File: config.mk
export PLATFORM = sky130hd
export DESIGN_NAME = ram_bist_ctrl
export DESIGN_NICKNAME = d
export VERILOG_FILES = /design/src/rtl/ram_bist_ctrl.sv
export SDC_FILE = /design/constraint.sdc
export NUM_CORES = 1
export LEC_CHECK = 0
export BUFFER_PORTS_ARGS = -buffer_cell sky130_fd_sc_hd__buf_2
export CORE_ASPECT_RATIO = 1.1
export CORE_MARGIN = 2
export CORE_UTILIZATION = 51
export CTS_CLUSTER_DIAMETER = 100
export DETAILED_ROUTE_END_ITERATION = 6
export PLACE_DENSITY = 0.73
export SYNTH_ARGS = -nofsm -noshare
export SYNTH_HDL_FRONTEND = slang
export SYNTH_SLANG_ARGS = --single-unit
File: constraint.sdc
create_clock -name clk -period 1.6 [get_ports clk]
set_input_delay 0 -clock clk [delete_from_list [all_inputs] [get_ports clk]]
set_output_delay 0 -clock clk [all_outputs]
set_load 0.02 [all_outputs]
File: src/rtl/ram_bist_ctrl.sv
// ram_bist_ctrl: RAM self-test sequencer started after PLL lock.
// Loops write-all / read-all / compare passes with a rolling seed.
module ram_bist_ctrl #(
    parameter int AW        = 8,
    parameter int DW        = 8,
    parameter int RD_LAT    = 1,
    parameter int LOCK_WAIT = 1024
) (
    input  logic          clk,
    input  logic          rst,
    input  logic          locked,
    output logic [AW-1:0] ram_addr,
    output logic [DW-1:0] ram_wdata,
    output logic          ram_we,
    output logic          ram_re,
    input  logic [DW-1:0] ram_rdata,
    output logic [7:0]    led_o
);

    localparam int LCW = $clog2(LOCK_WAIT + 1);
    localparam logic [LCW-1:0] LOCK_LAST  = LCW'(LOCK_WAIT - 1);
    localparam logic [1:0]     DRAIN_LAST = 2'(RD_LAT - 1);
    localparam logic [AW-1:0]  ADDR_LAST  = '1;

    typedef enum logic [2:0] {
        S_IDLE,
        S_SETTLE,
        S_WRITE,
        S_READ,
        S_DRAIN,
        S_REPORT
    } state_t;

    state_t            r_state;
    state_t            w_state_nxt;
    logic [LCW-1:0]    r_lcnt;
    logic [LCW-1:0]    w_lcnt_nxt;
    logic [AW-1:0]     r_addr;
    logic [AW-1:0]     w_addr_nxt;
    logic [DW-1:0]     r_wdata;
    logic [DW-1:0]     w_wdata_nxt;
    logic              r_we;
    logic              w_we_nxt;
    logic              r_re;
    logic              w_re_nxt;
    logic [DW-1:0]     r_seed;
    logic [DW-1:0]     w_seed_nxt;
    logic [3:0]        r_pcnt;
    logic [3:0]        w_pcnt_nxt;
    logic              r_pass;
    logic              w_pass_nxt;
    logic              r_fail;
    logic              w_fail_nxt;
    logic              r_err;
    logic              w_err_nxt;
    logic [1:0]        r_dcnt;
    logic [1:0]        w_dcnt_nxt;
    logic [7:0]        r_led;
    logic [7:0]        w_led_nxt;
    logic              w_busy_nxt;
    logic [RD_LAT-1:0] r_pv;
    logic [DW-1:0]     r_pexp [RD_LAT];
    logic              w_abort;
    logic              w_cmp_bad;

    // Test pattern: address (resized to DW) XOR the pass seed
    function automatic logic [DW-1:0] f_pat(
        input logic [AW-1:0] a,
        input logic [DW-1:0] s
    );
        return DW'(a) ^ s;
    endfunction

    // Losing lock anywhere outside IDLE abandons the pass
    assign w_abort = (r_state != S_IDLE) && !locked;

    // Only pipeline slots that carry a real read are compared
    assign w_cmp_bad = ((r_state == S_READ) || (r_state == S_DRAIN))
                     && r_pv[RD_LAT-1]
                     && (ram_rdata != r_pexp[RD_LAT-1]);

    // Next-state, next-output and pass bookkeeping
    always_comb begin
        w_state_nxt = r_state;
        w_lcnt_nxt  = r_lcnt;
        w_addr_nxt  = r_addr;
        w_we_nxt    = 1'b0;
        w_re_nxt    = 1'b0;
        w_seed_nxt  = r_seed;
        w_pcnt_nxt  = r_pcnt;
        w_pass_nxt  = r_pass;
        w_fail_nxt  = r_fail;
        w_err_nxt   = r_err;
        w_dcnt_nxt  = r_dcnt;
        if (w_abort) begin
            w_state_nxt = S_IDLE;
            w_lcnt_nxt  = '0;
            w_addr_nxt  = '0;
            w_err_nxt   = 1'b0;
        end else begin
            unique case (r_state)
                S_IDLE: begin
                    if (!locked) begin
                        w_lcnt_nxt = '0;
                    end else if (r_lcnt == LOCK_LAST) begin
                        w_state_nxt = S_SETTLE;
                        w_lcnt_nxt  = '0;
                    end else begin
                        w_lcnt_nxt = r_lcnt + LCW'(1);
                    end
                end
                S_SETTLE: begin
                    w_addr_nxt  = '0;
                    w_we_nxt    = 1'b1;
                    w_state_nxt = S_WRITE;
                end
                S_WRITE: begin
                    if (r_addr == ADDR_LAST) begin
                        w_addr_nxt  = '0;
                        w_re_nxt    = 1'b1;
                        w_state_nxt = S_READ;
                    end else begin
                        w_addr_nxt = r_addr + AW'(1);
                        w_we_nxt   = 1'b1;
                    end
                end
                S_READ: begin
                    w_err_nxt = r_err | w_cmp_bad;
                    if (r_addr == ADDR_LAST) begin
                        w_addr_nxt  = '0;
                        w_dcnt_nxt  = '0;
                        w_state_nxt = S_DRAIN;
                    end else begin
                        w_addr_nxt = r_addr + AW'(1);
                        w_re_nxt   = 1'b1;
                    end
                end
                S_DRAIN: begin
                    w_err_nxt = r_err | w_cmp_bad;
                    if (r_dcnt == DRAIN_LAST) begin
                        w_state_nxt = S_REPORT;
                    end else begin
                        w_dcnt_nxt = r_dcnt + 2'd1;
                    end
                end
                S_REPORT: begin
                    if (!r_err) begin
                        w_pass_nxt = 1'b1;
                        w_pcnt_nxt = r_pcnt + 4'd1;
                    end else begin
                        w_fail_nxt = 1'b1;
                    end
                    w_seed_nxt  = r_seed + DW'(1);
                    w_err_nxt   = 1'b0;
                    w_addr_nxt  = '0;
                    w_we_nxt    = 1'b1;
                    w_state_nxt = S_WRITE;
                end
                default: begin
                    w_state_nxt = S_IDLE;
                end
            endcase
        end
        w_wdata_nxt = w_we_nxt ? f_pat(w_addr_nxt, w_seed_nxt) : '0;
        w_busy_nxt  = (w_state_nxt == S_WRITE)
                    || (w_state_nxt == S_READ)
                    || (w_state_nxt == S_DRAIN);
        w_led_nxt   = {w_pcnt_nxt, w_fail_nxt, w_pass_nxt,
                       w_busy_nxt, (w_state_nxt != S_IDLE)};
    end

    // State and registered outputs; reset wins over everything
    always_ff @(posedge clk) begin
        if (rst) begin
            r_state <= S_IDLE;
            r_lcnt  <= '0;
            r_addr  <= '0;
            r_wdata <= '0;
            r_we    <= 1'b0;
            r_re    <= 1'b0;
            r_seed  <= '0;
            r_pcnt  <= '0;
            r_pass  <= 1'b0;
            r_fail  <= 1'b0;
            r_err   <= 1'b0;
            r_dcnt  <= '0;
            r_led   <= '0;
        end else begin
            r_state <= w_state_nxt;
            r_lcnt  <= w_lcnt_nxt;
            r_addr  <= w_addr_nxt;
            r_wdata <= w_wdata_nxt;
            r_we    <= w_we_nxt;
            r_re    <= w_re_nxt;
            r_seed  <= w_seed_nxt;
            r_pcnt  <= w_pcnt_nxt;
            r_pass  <= w_pass_nxt;
            r_fail  <= w_fail_nxt;
            r_err   <= w_err_nxt;
            r_dcnt  <= w_dcnt_nxt;
            r_led   <= w_led_nxt;
        end
    end

    // Expected-data pipeline lined up with ram_rdata RD_LAT cycles later
    always_ff @(posedge clk) begin
        r_pexp[0] <= f_pat(r_addr, r_seed);
        for (int i = 1; i < RD_LAT; i++) begin
            r_pexp[i] <= r_pexp[i-1];
        end
        if (rst || w_abort) begin
            r_pv <= '0;
        end else begin
            r_pv[0] <= (r_state == S_READ);
            for (int i = 1; i < RD_LAT; i++) begin
                r_pv[i] <= r_pv[i-1];
            end
        end
    end

    assign ram_addr  = r_addr;
    assign ram_wdata = r_wdata;
    assign ram_we    = r_we;
    assign ram_re    = r_re;
    assign led_o     = r_led;

endmodule

==> results.tsv, run 1 <==
stage	metric	value	unit
outcome	status	finished, violations left	
outcome	failing checks	negative setup slack	
synth	mean post-synth cell area	8.93	um^2
pwr	maximum VDD drop	717	uV
timing	setup slack of the critical path after layout	-0.0534	ns
min_path	source of the worst hold timing path	rst	
timing	Slew @ Worst Pin	0.545	ns
grt	vias in the first global route	2479	
synth	synthesized flop and latch total	60	
placed_design	post-detailed-placement half-perimeter wirelength	4790	um
setup_path	worst-path fanout max	6	
grt	number of antenna violations at the first check in global routing	0	
synth	Top FF cell, synth	sky130_fd_sc_hd__dfxtp_1	
min_path	Hold WC Path Type	in -> reg	
synth	Synth area leader	sky130_fd_sc_hd__dfxtp_1	
timing	pins over their slew limit	0	
synth	combined area of all synthesized cells	2700	um^2
synth	sequential-to-total area share from yosys stat	0.445	
timing	Hold Vio Cnt, Final	0	
drt	detailed-route wire length	7600	um
die	width of the die	73.3	um
die	boundary pin count	37	
synth	Async SR Flop Fraction	0	
clocking	insertion delay to the later sink of the worst-skew pair	0.35	ns
grt	Overflow after GRT	0	
placed_design	post-place instance area	3350	um^2
setup_path	kind of end point of the critical path	flip-flop	
drt	Pre-Repair DR Iteration Count	4	
timing	maximum achievable frequency	0.605	GHz
placed_design	total placed cells including tap cells	439	
drt	number of design-rule violations left by the first detailed-router iteration	170	
clocking	Sinks on Clock Net	60	
clocking	TritonCTS clock tree	done	
die	number of standard-cell rows in the floorplan	27	
die	effective utilization at floorplan	0.532	
final_layout	net count of the finished layout	417	
clocking	buffers from clock root to sink, at most	2	
die	Floorplan Core Area	5070	um^2
drt	post-DR vias/cell	5.56	
synth	share of Yosys cell area claimed by the top area cell type	0.445	
timing	clock period minus worst slack	1.65	ns
timing	Layout Skew	0.00888	ns
setup_path	critical path start-end classification	reg -> reg	
pwr	Leak	1.67	nW
synth	number of distinct standard cells referenced by the synthesized netlist	51	
grt	pin count of the biggest net entering global routing	28	
drt	drt drc	0	
final_layout	most used cells in the layout excluding fill and tap cells	sky130_fd_sc_hd__buf_4 (58), sky130_fd_sc_hd__dfxtp_1 (51), sky130_fd_sc_hd__nor2_1 (41), sky130_fd_sc_hd__buf_2 (36), sky130_fd_sc_hd__xor2_1 (21)	
pwr	power per cell area	841	nW/um^2
final_layout	final core area utilization	0.766	
clocking	cts hold-fix bufs	0	
synth	Post-Synthesis Cells	302	
synth	Mapped Nets	318	
drt	average wire length per cell after detail routing	16.4	um
pwr	share of power burned in combinational logic	0.023	
final_layout	Design Area, Final	3880	um^2
pwr	sequential group share of total power	0.456	
placed_design	input/output buffers	36	
timing	final hold slack	0.118	ns
setup_path	Worst Path Arrival	1.87	ns
final_layout	proportion of layout cells with a drive suffix above 1	0.406	
clocking	register clock-pin slew on the reported worst setup and hold paths	0.07	ns
placed_design	routability-driven placement congestion ratio	0.867	
clocking	H-tree depth reported by CTS	3	
final_layout	Cell Count, Final, Fillers Out	464	
timing	setup repair after global routing missed its margin	true	
die	floorplan die area	5890	um^2
setup_path	critical path startpoint category	flip-flop	
timing	worst rel slew slack	0.637	
clocking	master cell of the clock root buffer	sky130_fd_sc_hd__clkbuf_8	
pwr	total internal power	2.64	mW
setup_path	startpoint of the lowest-slack register-to-register path	ram_addr[0]	
final_layout	layout overhead on the synthesized area	43.9	%
drt	final antenna-violating net count	0	
pwr	Sw Share	0.193	
drt	number of vias in the routed layout	2580	
final_layout	antenna diode count	0	
timing	Final Setup Violations	5	
grt	global-route wire length before repair	11400	um
synth	number of synthesized flops with an enable pin	0	
setup_path	worst setup path startpoint	ram_addr[0]	
setup_path	data required time at the worst endpoint	1.82	ns
pwr	Final Power	3.27	mW
die	DIE HEIGHT	80.3	um
grt	overall global routing resource usage	0.258	
pwr	Switch Pwr	0.630	mW
job	maxcap violations	0	
pwr	power share of the clock group	0.521	
synth	Yosys warnings	0	
clocking	number of buffers created by CTS	9	
synth	main area contributors after synthesis	sky130_fd_sc_hd__dfxtp_1 (45%), sky130_fd_sc_hd__xor2_1 (7.1%), sky130_fd_sc_hd__xnor2_1 (6.5%)	
timing	final worst path period share	1.03	
final_layout	most common library cell in the layout ignoring fill and taps	sky130_fd_sc_hd__buf_4	
routing by layer:
layer,vias up,track usage,part of all wire
li1,1229,-,-
met1,1215,0.313,0.42
met2,104,0.409,0.48
met3,32,0.0640,0.066
met4,0,0.153,0.036
met5,-,0,0
worst max-delay path, cell delays in order, from the launching register on:
cell	delay (ns)
sky130_fd_sc_hd__dfxtp_4	0.37
sky130_fd_sc_hd__ha_4	0.13
sky130_fd_sc_hd__nand4_1	0.10
sky130_fd_sc_hd__buf_6	0.16
sky130_fd_sc_hd__nor4_4	0.30
sky130_fd_sc_hd__buf_4	0.17
sky130_fd_sc_hd__o21ai_2	0.06
sky130_fd_sc_hd__a32oi_1	0.19
sky130_fd_sc_hd__nor2_1	0.06
flip-flops by register name, indices dropped and copies added (netlist names):
register   flops
r_dcnt         2
r_pexp         8
r_lcnt        11
r_pcnt         4
r_state        3
ram_re         1
led_o          4
r_pv           1
ram_addr       8
r_seed         8
ram_we         1
ram_wdata      8
r_err          1
layout make-up:
class / instances / area (um^2)
Tap cell: 58 / 72.6
Timing Repair Buffer: 102 / 706
Multi-Input combinational cell: 220 / 1600
Sequential cell: 60 / 1220
Clock buffer: 12 / 155
Fill cell: 311 / 1180
Inverter: 8 / 30.0
Clock inverter: 4 / 95.1
final timing paths:
kind | end | depth (start not counted) | slack (ns)
setup / recovery | r_dcnt[1] | 8 | -0.05
hold / removal | r_seed[0] | 2 | 0.12
setup reg to reg | r_dcnt[1] | 8 | -0.05
hold reg to reg | led_o[2] | 2 | 0.48
metrics by stage:
stage                     setup TNS [ns]  worst slack, ns
after global placement             -1.15           -0.148
final                             -0.133          -0.0534
after CTS                        -0.0953          -0.0482
after floorplan                  -0.0478          -0.0478
after detailed placement           -1.69           -0.179
after global routing              -0.705           -0.115
cell usage after synthesis, types with 2 or more instances:
master	count
sky130_fd_sc_hd__dfxtp_1	60
sky130_fd_sc_hd__o211ai_1	3
sky130_fd_sc_hd__ha_1	5
sky130_fd_sc_hd__o21ai_1	3
sky130_fd_sc_hd__clkbuf_1	6
sky130_fd_sc_hd__buf_4	2
sky130_fd_sc_hd__nor3_1	6
sky130_fd_sc_hd__nand3_1	12
sky130_fd_sc_hd__nand4_1	7
sky130_fd_sc_hd__and3_1	2
sky130_fd_sc_hd__o221ai_1	2
sky130_fd_sc_hd__o21ai_0	6
sky130_fd_sc_hd__inv_1	7
sky130_fd_sc_hd__nand2b_1	5
sky130_fd_sc_hd__xnor2_1	20
sky130_fd_sc_hd__a21oi_1	15
sky130_fd_sc_hd__o21a_1	2
sky130_fd_sc_hd__nor4_1	2
sky130_fd_sc_hd__nand2_1	19
sky130_fd_sc_hd__nor2_1	45
sky130_fd_sc_hd__and4_1	2
sky130_fd_sc_hd__buf_2	6
sky130_fd_sc_hd__o311ai_0	2
sky130_fd_sc_hd__nor2b_1	10
sky130_fd_sc_hd__or3_1	5
sky130_fd_sc_hd__xor2_1	22
sky130_fd_sc_hd__and2_1	2
cell families after synthesis:
group / synth area share
and+or+nand+nor: 0.240
DFF: 0.445
AOI/OAI and AO/OA: 0.115
xor gates and xnor gates: 0.136
buffers and inverters: 0.0362
adders and majority gates: 0.0232
muxes: 0.00371
timing repair:
| action | CTS | global route |
|---|---|---|
| cloned | 0 | 0 |
| resized for setup | 20 | 33 |
| pin swaps | 8 | 18 |
| buffers inserted | 6 | 3 |
| endpoints found under the setup margin | 27 | 28 |
power by group through the flow:
stage	clock [mW]	combinational [mW]	sequential (mW)
finish	1.70	0.0746	1.49
global route	1.77	0.0805	1.49
CTS	1.71	0.0719	1.49
detailed placement	0	0.0689	1.53
global placement	0	0.0677	1.53
floorplan	0	0.0359	1.53
(Power assumes the default switching activity.)
==> run 2: changes to the inputs <==
--- a/config.mk
+++ b/config.mk
@@ -11,7 +11,7 @@
 export CORE_UTILIZATION = 51
 export CTS_CLUSTER_DIAMETER = 100
 export DETAILED_ROUTE_END_ITERATION = 6
-export PLACE_DENSITY = 0.73
+export PLACE_DENSITY = 0.76
 export SYNTH_ARGS = -nofsm -noshare
 export SYNTH_HDL_FRONTEND = slang
 export SYNTH_SLANG_ARGS = --single-unit
==> run 2 against run 1 <==
Against the previous run:
- worst setup slack got worse by 0.14 ns
- the flow still finishes with violations (negative setup slack)
- register-to-register slack got worse by 0.14 ns
- global-route usage decreased by 1.8 points
==> results.tsv, run 2 (synthesis gave the netlist of run 1 again) <==
stage	metric	value	unit
die	width of the die	73.3	um
timing	Hold Vio Cnt, Final	0	
drt	Pre-Repair DR Iteration Count	5	
pwr	Sw Share	0.231	
grt	pin count of the biggest net entering global routing	28	
timing	setup repair after global routing missed its margin	true	
die	DIE HEIGHT	80.3	um
timing	setup slack of the critical path after layout	-0.195	ns
setup_path	critical path startpoint category	flip-flop	
clocking	register clock-pin slew on the reported worst setup and hold paths	0.08	ns
die	effective utilization at floorplan	0.532	
clocking	TritonCTS clock tree	done	
timing	final worst path period share	1.12	
final_layout	area of combinational cells with multiple inputs	1640	um^2
timing	Final Setup Violations	18	
clocking	master cell of the clock root buffer	sky130_fd_sc_hd__clkbuf_8	
setup_path	worst-path fanout max	7	
drt	final antenna-violating net count	0	
pwr	Switch Pwr	0.674	mW
drt	detailed-route wire length	7120	um
grt	Overflow after GRT	0	
drt	post-DR vias/cell	5.51	
drt	drt drc	0	
die	number of standard-cell rows in the floorplan	27	
die	floorplan die area	5890	um^2
final_layout	antenna diode count	0	
min_path	Hold WC Path Type	in -> reg	
final_layout	net count of the finished layout	418	
grt	number of antenna violations at the first check in global routing	0	
final_layout	layout overhead on the synthesized area	44.5	%
pwr	power share of the clock group	0.464	
timing	clock period minus worst slack	1.80	ns
job	maxcap violations	0	
timing	pins over their slew limit	0	
placed_design	input/output buffers	36	
clocking	buffers from clock root to sink, at most	2	
timing	Layout Skew	0.0123	ns
pwr	power per cell area	748	nW/um^2
pwr	Leak	1.67	nW
setup_path	Worst Path Arrival	2.04	ns
clocking	insertion delay to the later sink of the worst-skew pair	0.34	ns
setup_path	data required time at the worst endpoint	1.84	ns
clocking	cts hold-fix bufs	0	
grt	vias in the first global route	2302	
setup_path	critical path start-end classification	reg -> reg	
clocking	H-tree depth reported by CTS	3	
pwr	maximum VDD drop	624	uV
clocking	number of buffers created by CTS	9	
timing	Slew @ Worst Pin	0.569	ns
clocking	Sinks on Clock Net	60	
timing	maximum achievable frequency	0.557	GHz
placed_design	routability-driven placement congestion ratio	0.931	
pwr	sequential group share of total power	0.510	
setup_path	kind of end point of the critical path	flip-flop	
grt	overall global routing resource usage	0.240	
drt	average wire length per cell after detail routing	15.3	um
outcome	status	finished, violations left	
placed_design	post-detailed-placement half-perimeter wirelength	4780	um
pwr	total internal power	2.24	mW
grt	global-route wire length before repair	10500	um
timing	final hold slack	0.0809	ns
die	boundary pin count	37	
pwr	share of power burned in combinational logic	0.026	
final_layout	final core area utilization	0.769	
final_layout	register area	1220	um^2
drt	number of design-rule violations left by the first detailed-router iteration	184	
drt	number of vias in the routed layout	2560	
final_layout	number of fill cells	334	
pwr	Final Power	2.92	mW
final_layout	number of flip-flops under the largest register name	11	
final_layout	most used cells in the layout excluding fill and tap cells	sky130_fd_sc_hd__buf_4 (57), sky130_fd_sc_hd__dfxtp_1 (52), sky130_fd_sc_hd__buf_2 (36), sky130_fd_sc_hd__nor2_1 (35), sky130_fd_sc_hd__xor2_1 (20)	
final_layout	proportion of layout cells with a drive suffix above 1	0.425	
final_layout	Reg with most FFs	r_lcnt	
outcome	failing checks	negative setup slack	
die	Floorplan Core Area	5070	um^2
final_layout	most common library cell in the layout ignoring fill and taps	sky130_fd_sc_hd__buf_4	
timing	worst rel slew slack	0.621	
[run 2: worst max-delay path, stage by stage (launching register included)]
cell,delay [ns]
sky130_fd_sc_hd__dfxtp_4,0.35
sky130_fd_sc_hd__buf_4,0.14
sky130_fd_sc_hd__buf_4,0.14
sky130_fd_sc_hd__nor2b_1,0.16
sky130_fd_sc_hd__buf_4,0.19
sky130_fd_sc_hd__o31ai_1,0.10
sky130_fd_sc_hd__a221o_1,0.37
sky130_fd_sc_hd__xnor2_1,0.19
sky130_fd_sc_hd__nor2_1,0.06
[run 2: final cells by class]
class	count	share of cell area
flip-flops and latches	60	0.314
clock inverters	7	0.0186
well taps	58	0.0186
clock buffers	9	0.0318
inverters	8	0.00770
repair buffers	103	0.189
multi-input cells	220	0.420
[run 2: metrics by stage]
stage	TNS [ns]	instance area, um^2	setup WS [ns]	std cells
4_1_cts	-0.112	3640	-0.0545	458
6_report	-1.05	3900	-0.195	465
3_3_place_gp	-0.240	3400	-0.109	442
3_5_place_dp	-0.648	3400	-0.135	442
5_1_grt	-2.29	3900	-0.200	465
2_1_floorplan	-0.0478	2740	-0.0478	302
[run 2: worst paths after layout]
| check | start | depth (start not counted) | to | slack (ns) |
|---|---|---|---|---|
| min | locked | 3 | r_lcnt[8] | 0.08 |
| max | r_state[2] | 8 | ram_wdata[7] | -0.20 |
| min reg2reg | r_dcnt[0] | 2 | r_dcnt[0] | 0.47 |
| max reg2reg | r_state[2] | 8 | ram_wdata[7] | -0.20 |
[run 2: layer usage]
layer | share of wire | track usage
met1 | 0.43 | 0.300
met2 | 0.49 | 0.383
met3 | 0.062 | 0.0690
met4 | 0.025 | 0.100
met5 | 0 | 0
[run 2: repair_timing]
item,in CTS,in global routing
resized for setup,13,47
pin swaps,7,30
hold endpoints to repair,0,0
endpoints found under the setup margin,23,35
buffers inserted,0,7
[run 2: power by group through the flow]
stage | Clock, mW | Combinational (mW) | Sequential [mW]
after floorplan | 0 | 0.0359 | 1.53
after global placement | 0 | 0.0681 | 1.53
after detailed placement | 0 | 0.0692 | 1.53
after CTS | 1.37 | 0.0707 | 1.49
after global routing | 1.45 | 0.0812 | 1.49
final | 1.35 | 0.0760 | 1.49
==> run 3: changes to the inputs <==
--- a/config.mk
+++ b/config.mk
@@ -15,3 +15,4 @@
 export SYNTH_ARGS = -nofsm -noshare
 export SYNTH_HDL_FRONTEND = slang
 export SYNTH_SLANG_ARGS = --single-unit
+export TNS_END_PERCENT = 20
==> run 3 against run 2 <==
Against the previous run:
- the run still ends with negative setup slack left
- clock power increased by 13%
- sequential cell count unchanged
- sequential power about the same
- non-clock buffer count decreased by 1
- register-to-register slack improved by 0.16 ns
- cell area decreased by 1.7%
- clock-buffer cell count increased by 2
- first-iteration DRC count increased by 16%
- largest cell class unchanged
- routed wire length decreased by 2.3%
==> results.tsv, run 3 (synthesis gave the netlist of run 1 again) <==
stage	metric	value	unit
timing	Layout Skew	0.0102	ns
pwr	Leak	1.65	nW
final_layout	net count of the finished layout	417	
setup_path	total buffers and inverters traversed by the critical path	1	
setup_path	library cell contributing the largest single delay on the critical path	sky130_fd_sc_hd__dfxtp_4	
drt	post-DR vias/cell	5.55	
clocking	TritonCTS clock tree	done	
final_layout	Design Area, Final	3830	um^2
timing	final worst path period share	1.02	
clocking	H-tree depth reported by CTS	3	
clocking	insertion delay to the later sink of the worst-skew pair	0.35	ns
min_path	Hold WC Path Type	in -> reg	
final_layout	Reg with most FFs	r_lcnt	
grt	global-route wire length before repair	10300	um
setup_path	worst-path fanout max	4	
placed_design	input/output buffers	36	
grt	pin count of the biggest net entering global routing	28	
grt	vias in the first global route	2282	
timing	Hold Vio Cnt, Final	0	
clocking	number of buffers created by CTS	9	
job	maxcap violations	0	
grt	Overflow after GRT	0	
drt	number of vias in the routed layout	2569	
die	effective utilization at floorplan	0.532	
setup_path	critical-path cell list	ha_4 > nand4_1 > buf_6 > o21a_4 > o211a_1 > or3_1 > a21oi_1	
setup_path	delay-heaviest family, CP	compound AO/OA/AOI/OAI gates	
final_layout	number of flip-flops under the largest register name	11	
outcome	failing checks	negative setup slack	
setup_path	Worst Path Arrival	1.92	ns
placed_design	setup slack after placement	-0.0533	ns
final_layout	most common library cell in the layout ignoring fill and taps	sky130_fd_sc_hd__buf_4	
drt	final antenna-violating net count	0	
timing	Slew @ Worst Pin	0.576	ns
timing	maximum achievable frequency	0.611	GHz
drt	number of design-rule violations left by the first detailed-router iteration	214	
die	boundary pin count	37	
drt	detailed-route wire length	6950	um
clocking	cts hold-fix bufs	0	
final_layout	antenna diode count	0	
timing	setup slack of the critical path after layout	-0.0359	ns
setup_path	data required time at the worst endpoint	1.88	ns
clocking	buffers from clock root to sink, at most	2	
grt	number of antenna violations at the first check in global routing	0	
grt	overall global routing resource usage	0.235	
die	number of standard-cell rows in the floorplan	27	
setup_path	kind of end point of the critical path	flip-flop	
pwr	maximum VDD drop	641	uV
placed_design	routability-driven placement congestion ratio	0.974	
die	DIE HEIGHT	80.3	um
die	width of the die	73.3	um
die	Floorplan Core Area	5070	um^2
timing	clock period minus worst slack	1.64	ns
timing	setup repair after global routing missed its margin	true	
drt	Pre-Repair DR Iteration Count	4	
timing	pins over their slew limit	0	
drt	drt drc	0	
pwr	power per cell area	806	nW/um^2
final_layout	layout overhead on the synthesized area	42.1	%
clocking	master cell of the clock root buffer	sky130_fd_sc_hd__clkbuf_8	
die	floorplan die area	5890	um^2
final_layout	most used cells in the layout excluding fill and tap cells	sky130_fd_sc_hd__buf_4 (59), sky130_fd_sc_hd__dfxtp_1 (48), sky130_fd_sc_hd__nor2_1 (42), sky130_fd_sc_hd__buf_2 (36), sky130_fd_sc_hd__xor2_1 (22)	
setup_path	highest cell delay on the worst timing path	0.37	ns
clocking	register clock-pin slew on the reported worst setup and hold paths	0.07	ns
placed_design	post-detailed-placement half-perimeter wirelength	4770	um
drt	average wire length per cell after detail routing	15.0	um
setup_path	critical path startpoint category	flip-flop	
timing	Final Setup Violations	3	
final_layout	proportion of layout cells with a drive suffix above 1	0.395	
placed_design	post-place instance area	3360	um^2
setup_path	critical path start-end classification	reg -> reg	
outcome	status	finished, violations left	
clocking	Sinks on Clock Net	60	
timing	worst rel slew slack	0.616	
## run 3: changes by cell type in the layout (fill, tap and decap cells not counted), sizes merged
cell    previous run  this run
buf              103       102
bufinv             1         2
clkbuf             9        11
clkinv             2         1
inv               11         8
## run 3: routing by layer
layer / share of wire / vias up / GRT usage / wire length (um)
met2: 0.48 / 103 / 0.381 / 3350
li1: - / 1235 / - / -
met5: 0 / - / 0 / 0
met1: 0.43 / 1216 / 0.289 / 2980
met3: 0.067 / 15 / 0.0452 / 469
met4: 0.021 / 0 / 0.136 / 145
## run 3: per-stage QoR
step / cells / hold slack (ns) / util / TNS, ns / total power [mW]
2_1_floorplan: 302 / 0.282 / - / -0.0710 / 1.56
3_3_place_gp: 441 / 0.415 / 0.662 / -0.0193 / 1.59
3_5_place_dp: 441 / 0.415 / 0.662 / -0.295 / 1.59
4_1_cts: 456 / 0.0943 / 0.713 / -0.156 / 3.10
5_1_grt: 463 / 0.142 / 0.756 / -0.779 / 3.16
6_report: 463 / 0.113 / 0.756 / -0.0689 / 3.09
## run 3: final cells by class
class / count / area [um^2]
Fill cell: 354 / 1230
Timing Repair Buffer: 102 / 702
Tap cell: 58 / 72.6
Clock inverter: 4 / 72.6
Multi-Input combinational cell: 220 / 1580
Sequential cell: 60 / 1230
Clock buffer: 11 / 151
Inverter: 8 / 30.0
## run 3: repair_timing
item	CTS	global route
gates cloned	0	0
endpoints found under the setup margin	18	27
setup buffers	0	7
pin swaps	2	16
gates resized for setup	8	40
## run 3: report_power, final
part / total, mW / internal (mW) / switching (mW)
Sequential: 1.49 / 1.49 / 0.00222
Combinational: 0.0742 / 0.0298 / 0.0444
Clock: 1.52 / 0.949 / 0.573
Total: 3.09 / 2.47 / 0.620
## run 3: path summary, 6_finish.rpt
check	start	end	slack, ns	cells after the start
min reg2reg	r_dcnt[0]	r_dcnt[0]	0.46	2
max reg2reg	ram_addr[0]	ram_wdata[5]	-0.04	7
min	locked	r_dcnt[0]	0.11	3
max	ram_addr[0]	ram_wdata[5]	-0.04	7
## run 3: worst register-to-register path, delay by kind of cell (launching register included)
kind	cells	cell delay [ns]
AO/OA/AOI/OAI	3	0.47
adder cells (fa/ha/maj)	1	0.13
flip-flops	1	0.37
buffers and inverters	1	0.17
AND/OR/NAND/NOR	2	0.45
